--- src/rtl/sysu_univ_shreg_if.sv ---
// sysu_univ_shreg_if: mode, serial, parallel and burst handshake signals of the universal shift register
interface sysu_univ_shreg_if #(
   parameter int WIDTH = 8
);
   logic [1:0]       S;
   logic             DSA;
   logic             DSB;
   logic             DSR;
   logic [WIDTH-1:0] D;
   logic             START;
   logic [WIDTH-1:0] Q;
   logic             SO;
   logic             BUSY;
   logic             DONE;
   modport master (output S, DSA, DSB, DSR, D, START, input Q, SO, BUSY, DONE);
   modport slave  (input S, DSA, DSB, DSR, D, START, output Q, SO, BUSY, DONE);
endinterface

--- src/rtl/sysu_univ_shreg.sv ---
// sysu_univ_shreg: universal shift register with hold/shift/load modes and a self-timed MSB-first burst serialiser
module sysu_univ_shreg #(
   parameter int WIDTH = 8
) (
   input logic              CP,
   input logic              MR_n,
   sysu_univ_shreg_if.slave bus
);
   localparam int CNT_W = (WIDTH > 1) ? $clog2(WIDTH) : 1;
   typedef enum logic {IDLE, BURST} state_t;
   state_t           state;
   logic [CNT_W-1:0] cnt;
   logic [WIDTH-1:0] q;
   logic [WIDTH-1:0] shl;
   logic [WIDTH-1:0] shr;
   logic             busy;
   logic             done;
   // shift candidates written as whole-word shifts so a 1-bit register needs no special case
   always_comb begin
      shl = (q << 1) | WIDTH'(bus.DSA & bus.DSB);
      shr = (q >> 1) | (WIDTH'(bus.DSR) << (WIDTH - 1));
   end
   // mode register and burst sequencer; a burst loads D then shifts left once per cycle for WIDTH cycles
   always_ff @(posedge CP or negedge MR_n) begin
      if (!MR_n) begin
         state <= IDLE;
         cnt   <= '0;
         q     <= '0;
         busy  <= 1'b0;
         done  <= 1'b0;
      end else begin
         done <= 1'b0;
         if (state == IDLE) begin
            if (bus.START) begin
               q     <= bus.D;
               cnt   <= CNT_W'(WIDTH - 1);
               busy  <= 1'b1;
               state <= BURST;
            end else begin
               q <= (bus.S == 2'b01) ? shl : (bus.S == 2'b10) ? shr : (bus.S == 2'b11) ? bus.D : q;
            end
         end else begin
            q <= shl;
            if (cnt != '0) begin
               cnt <= cnt - CNT_W'(1);
            end else begin
               busy  <= 1'b0;
               done  <= 1'b1;
               state <= IDLE;
            end
         end
      end
   end
   assign bus.Q    = q;
   assign bus.SO   = q[WIDTH-1];
   assign bus.BUSY = busy;
   assign bus.DONE = done;
endmodule
--- src/flat_wrapper.sv ---
// flat-port wrapper written by rule: the top's interface ports become plain ports
module sysu_univ_shreg_flat 
#(
   parameter int WIDTH = 8
)
  (CP, MR_n, bus_S, bus_DSA, bus_DSB, bus_DSR, bus_D, bus_START, bus_Q, bus_SO, bus_BUSY, bus_DONE);
  sysu_univ_shreg_if #(.WIDTH(WIDTH)) bus_i ();
  input logic CP;
  input logic MR_n;
  input wire logic [$bits(bus_i.S)-1:0] bus_S;
  input wire logic [$bits(bus_i.DSA)-1:0] bus_DSA;
  input wire logic [$bits(bus_i.DSB)-1:0] bus_DSB;
  input wire logic [$bits(bus_i.DSR)-1:0] bus_DSR;
  input wire logic [$bits(bus_i.D)-1:0] bus_D;
  input wire logic [$bits(bus_i.START)-1:0] bus_START;
  output wire logic [$bits(bus_i.Q)-1:0] bus_Q;
  output wire logic [$bits(bus_i.SO)-1:0] bus_SO;
  output wire logic [$bits(bus_i.BUSY)-1:0] bus_BUSY;
  output wire logic [$bits(bus_i.DONE)-1:0] bus_DONE;
  assign bus_i.S = bus_S;
  assign bus_i.DSA = bus_DSA;
  assign bus_i.DSB = bus_DSB;
  assign bus_i.DSR = bus_DSR;
  assign bus_i.D = bus_D;
  assign bus_i.START = bus_START;
  assign bus_Q = bus_i.Q;
  assign bus_SO = bus_i.SO;
  assign bus_BUSY = bus_i.BUSY;
  assign bus_DONE = bus_i.DONE;
  sysu_univ_shreg #(.WIDTH(WIDTH)) u_core (.CP(CP), .MR_n(MR_n), .bus(bus_i));
endmodule
--- config.mk ---
export PLATFORM = sky130hd
export DESIGN_NAME = sysu_univ_shreg_flat
export DESIGN_NICKNAME = d
export VERILOG_FILES = /design/src/rtl/sysu_univ_shreg_if.sv /design/src/rtl/sysu_univ_shreg.sv /design/src/flat_wrapper.sv
export SDC_FILE = /design/constraint.sdc
export NUM_CORES = 1
export LEC_CHECK = 0
export ABC_AREA = 1
export ABC_CLOCK_PERIOD_IN_PS = 1000
export BUFFER_PORTS_ARGS = -buffer_cell sky130_fd_sc_hd__buf_2
export CAP_MARGIN = 40
export CORE_MARGIN = 4
export CORE_UTILIZATION = 40
export CTS_CLUSTER_DIAMETER = 40
export DETAILED_ROUTE_END_ITERATION = 10
export GPL_TIMING_DRIVEN = 0
export PLACE_DENSITY_LB_ADDON = 0.2
export SYNTH_ARGS = -nofsm -noshare
export SYNTH_HDL_FRONTEND = slang
export SYNTH_SLANG_ARGS = --single-unit
--- constraint.sdc ---
create_clock -name CP -period 1 [get_ports CP]
set_input_delay 0.2 -clock CP [delete_from_list [all_inputs] [get_ports CP]]
set_output_delay 0.2 -clock CP [all_outputs]
set_load 0.005 [all_outputs]
# Word level (Yosys, flattened, before mapping)
# Cells that the tools add are included.
[op_classes]
add_sub_neg = 1
n_eq_ne = 5
muxes = 16
n_bitwise = 3
n_reduce_logical = 5
[op_table]
columns = ["cell", "count"]
rows = [
  ["$mux W8", 5],
  ["$mux W3", 3],
  ["$mux W1", 8],
  ["$or A7 B8 Y8", 1],
  ["$or A8 B8 Y8", 1],
  ["$reduce_bool A5 Y1", 1],
  ["$eq A2 B2 Y1 const B", 2],
  ["$ne A2 B2 Y1 const B", 2],
  ["$reduce_and A2 Y1", 2],
  ["$reduce_bool A3 Y1", 1],
  ["$sub A3 B1 Y3 const B", 1],
  ["$eq A2 B1 Y1 const B", 1],
  ["$reduce_bool A2 Y1", 1],
  ["$and A1 B1 Y1", 1],
]
[totals]
regBits = 14
inputBits = 16
output_inout_bits = 11
elab_cells = 35

# Depth between registers and ports, before layout
[logic_depth]
word_depth = 6
mapped_depth = 8
depth_no_buf = 7

# Worst setup path before layout
# Ideal clock, no wire load.
[synth_timing]
path_type = "reg2reg"
startpoint = "register u_core.cnt[0]"
endpoint = "register u_core.cnt[2]"
setup_time_ns = 0.083
arrival_time_ns = 1.039
t_required_ns = 0.917
setup_slack_ns = -0.122
stages_incl_launch_ff = 7
n_path_buf = 0
synth_period_minus_slack_ns = 1.122
cell_sequence = "dfrtp_1 inv_1 ha_1 or2_2 nand3_1 nand2_1 o21ai_0"
[synth_between]
elab_chain_len = 3
elab_cells_between_ends = 6
cone_classes = "1 x add/sub; 1 x eq/ne; 2 x mux; 2 x reduce/logical"
[synth_lines]
columns = ["item", "line", "rtl"]
rows = [
  ["from (decl)", "sysu_univ_shreg.sv:12", "logic [CNT_W-1:0] cnt;"],
  ["from (signal assigned)", "sysu_univ_shreg.sv:36", "cnt <= CNT_W'(WIDTH - 1);"],
  ["from (signal assigned)", "sysu_univ_shreg.sv:45", "cnt <= cnt - CNT_W'(1);"],
  ["$sub A3 B1 Y3 / $reduce_bool A3 Y1 (equally long branches)", "sysu_univ_shreg.sv:45, sysu_univ_shreg.sv:44", ""],
  ["$mux W3 / $ne A2 B2 Y1 (equally long branches)", "-", ""],
  ["$mux W3 / $reduce_and A2 Y1 (equally long branches)", "-", ""],
]
# Parallel ways exist; a longest one is shown, timed or not. The select of a mux whose other input is x is not followed.
# A chain may end at the register's enable or synchronous reset.

# Worst setup path after layout
[layout_timing]
startpoint = "register u_core.state"
endpoint = "register u_core.q[6] (netlist: u_core.bus.Q[6])"
[layout_between]
elab_chain_len = 1
elab_cells_between_ends = 2
cone_classes = "1 x mux; 1 x reduce/logical"
[layout_lines]
columns = ["item", "line", "rtl"]
rows = [
  ["from (decl)", "sysu_univ_shreg.sv:11", "state_t state;"],
  ["from (signal assigned)", "sysu_univ_shreg.sv:26", "state <= IDLE;"],
  ["from (signal assigned)", "sysu_univ_shreg.sv:38", "state <= BURST;"],
  ["from (signal assigned)", "sysu_univ_shreg.sv:49", "state <= IDLE;"],
  ["$reduce_bool A5 Y1 (no source line) / $mux W8 (equally long branches)", "-", ""],
  ["to (signal assigned)", "sysu_univ_shreg.sv:35", "q <= bus.D;"],
  ["to (signal assigned)", "sysu_univ_shreg.sv:40", "q <= (bus.S == 2'b01) ? shl : (bus.S == 2'b10) ? shr : (bus.S == 2'b11) ? bus.D : q;"],
  ["to (signal assigned)", "sysu_univ_shreg.sv:43", "q <= shl;"],
  ["to (decl)", "sysu_univ_shreg.sv:13", "logic [WIDTH-1:0] q;"],
]
# Parallel ways exist; a longest one is shown, timed or not.

==> impl_metrics.toml <==
[critical_path]
cp-start-kind = "flip-flop"
crit_required_ns = 1.17
cpMaxStageDelayCell = "dfrtp_2"
r2r_slack_ns = -0.17
crit_chain = "clkinv_4 -> nand2_8 -> nor2_8 -> inv_8 -> nor2_1 -> a21oi_1"
slowest_delay_ns = 0.45
cp-end-kind = "flip-flop"
cp_max_fo = 8
r2r_cells = 6
critical_path_class = "reg -> reg"
critPathTopFamily = "flip-flops"
worst_r2r_startpoint = "u_core.state"
crit_buf_inv = 2
worstPathArrival_ns = 1.35
r2r-end = "u_core.bus.Q[6]"

[layout]
multi_input_area_sq_um = 700.7
drive_gt1_share_pct = 42.08
diodes = 0
regArea_sq_um = 351.6
utilization_pct = 62.12
area_delta_synth_final_pct = 49.27
fillerInstances = 228
nets = 224

[synth]
synthArstFlopShare_pct = 100.0
synth-seq-cells = 14
ys.flop_type = "dfrtp_1"
ys_warn_count = 0
postSynthNetCount = 174
yosysUniqueCellTypes = 19
synth_edf_count = 0
syn_avg_cell_area_sq_um = 6.738
ys_seq_area_share_pct = 33.98
syn_area_sq_mm = 0.001031
synth_cells = 153

[timing]
rsz0062_at_grt = "yes"
tightest_slew_ns = 0.3237
report.final.hold_viol_count = 0
fin_tns_setup_ns = -1.905
slew_violations = 0
slew_headroom_pct = 78.42
layout_setup_ws_ns = -0.1721
finalCritPeriodShare_pct = 117.2
setup_viol = 22
whs_ns = 0.2786
final.setup_skew_ns = 0.005813
period_minus_slack_ns = 1.172
fmax_mhz = 853.2

[min_path]
whs_endpoint = "u_core.bus.Q[2]"
hold_depth = 5
min_from = "bus_D[2]"
hold_class = "in -> reg"

[grt]
grt_max_degree = 15
grt_pass1_vias = 1077
grt_use_total_pct = 18.17
grt_pass1_wl_mm = 4.788
antenna_found_initial = 0
grt-ovfl-total = 0

[drt]
antenna_left = 0
routedWlPerCell_um = 13.49
firstDrtPassIters = 4
routed_via_density = 5.065
drc = 0
vias = 1175
initialDrtViolationCount = 76
drt-total-wl_mm = 3.130

[placed_design]
routabilityCongestion = 0.8043
pre_cts_ws_ns = -0.3582
dpl.hpwl_mm = 1.817
numPortBuffers = 25

[power]
switchingPower_mw = 1.699
comb_power_share_pct = 64.8
finalPower_mw = 4.029
leakage_nw = 0.8166
vdd_drop_max_mv = 1.797
swShare_pct = 42.15
p_per_area_mw_per_mm2 = 2618
p_int_mw = 2.331
p_clk_share_pct = 10.5
sequentialPowerShare_pct = 24.7

[clock_tree]
path_clk_slew_ns = 0.09
cts_tree = "built"
clock_latency_ns = 0.29
cts_sinks = 14
cts_buffer_depth = 2
clock_tree.htree_level_count = 1
cts-buffers-inserted = 3
cts_root_buf = "clkbuf_4"

[floorplan]
fp-row-count = 18
coreArea_sq_mm = 0.002477
die_area_sq_mm = 0.003454
die_w_um = 58.77
pin_count = 27
start_util_pct = 41.62
dieHeight_um = 58.77

[status]
violations = "setup timing"
status = "finished with violations"

[flow_run]
drv_cap = 0
## power groups by stage
stage | registers (mW) | clock network [mW] | logic (mW)
after CTS | 0.981 | 0.426 | 2.23
final | 0.995 | 0.422 | 2.61
after global routing | 1.03 | 0.443 | 2.87
after detailed placement | 1.09 | 0 | 1.46
after floorplan | 1.07 | 0 | 1.01
after global placement | 1.09 | 0 | 1.44
## cells in the final DEF (no fill, tap or decap), drive strengths merged, types with 2 or more instances in the layout
master | Yosys | final
nand3 | 19 | 19
nor2 | 34 | 35
inv | 15 | 13
dfrtp | 14 | 14
buf | 5 | 47
nand2 | 47 | 48
ha | 5 | 5
a21oi | 10 | 10
clkbuf | 0 | 4
o21ai | 2 | 2
## timing repair
item,4_1_cts,5_1_grt
cloned,2,0
hold endpoints to repair,14,0
pin swaps,6,4
setup buffers,16,2
endpoints found under the setup margin,22,24
hold buffers,1,0
gates resized for setup,15,22
## cell type report
| cell class | instances | area share (%) |
|---|---|---|
| repair buffers | 43 | 19.02 |
| well taps | 30 | 2.439 |
| flip-flops and latches | 14 | 22.85 |
| multi-input cells | 121 | 45.53 |
| clock buffers | 4 | 2.358 |
| inverters | 15 | 5.041 |
| plain buffers | 5 | 2.764 |
## worst register-to-register path: stages, from the launching register on
cell,delay (ns)
dfrtp_2,0.45
clkinv_4,0.10
nand2_8,0.09
nor2_8,0.20
inv_8,0.08
nor2_1,0.09
a21oi_1,0.05
## routing by layer
layer	part of all wire, %	up-vias	global-route usage, %
met5	0	-	0
met4	2.3	0	10.68
met3	7.4	7	2.632
met2	49	54	26.50
met1	42	533	25.30
li1	-	581	-
## metrics by stage
stage                     cell area, sq um  instances
final                                 1539        232
after global routing                  1539        232
after CTS                             1448        231
after detailed placement              1204        208
after global placement                1204        208
after floorplan                       1041        153
## Yosys cell counts (2+ instances only)
| library cell | instances | area share (%) |
|---|---|---|
| nand2_1 | 45 | 16 |
| nor2_1 | 33 | 12 |
| nand3_1 | 19 | 9.2 |
| dfrtp_1 | 14 | 34 |
| inv_1 | 11 | 4.0 |
| a21oi_1 | 8 | 3.9 |
| ha_1 | 5 | 6.1 |
| buf_4 | 3 | 2.2 |
| inv_4 | 3 | 1.8 |
| a21oi_2 | 2 | 1.7 |
| o21ai_0 | 2 | 0.97 |
## logic make-up after synthesis
group	Yosys count	synth area share [%]
adder cells (fa/ha/maj)	5	6.068
AO/OA/AOI/OAI	13	7.282
AND/OR/NAND/NOR	101	42.72
buffers and inverters	20	9.951
flip-flops	14	33.98
## how the worst max path moves through the flow
stage / startpoint / endpoint / slack (ns) / cells past startpoint
floorplan: u_core.state / u_core.bus.Q[5] / -0.09 / 6
global placement: bus_S[0] / u_core.bus.Q[7] / -0.34 / 9
detailed placement: bus_S[0] / u_core.bus.Q[6] / -0.36 / 9
CTS: u_core.bus.Q[7] / bus_Q[7] / -0.12 / 2
global route: u_core.state / u_core.bus.Q[4] / -0.23 / 6
finish: u_core.state / u_core.bus.Q[6] / -0.17 / 6
## flip-flops by register name, indices dropped and copies added (netlist names)
register and cells:
u_core.bus.Q 8, u_core.cnt 3, u_core.bus.BUSY 1, u_core.bus.DONE 1, u_core.state 1
Power figures use the tool's default switching activity.
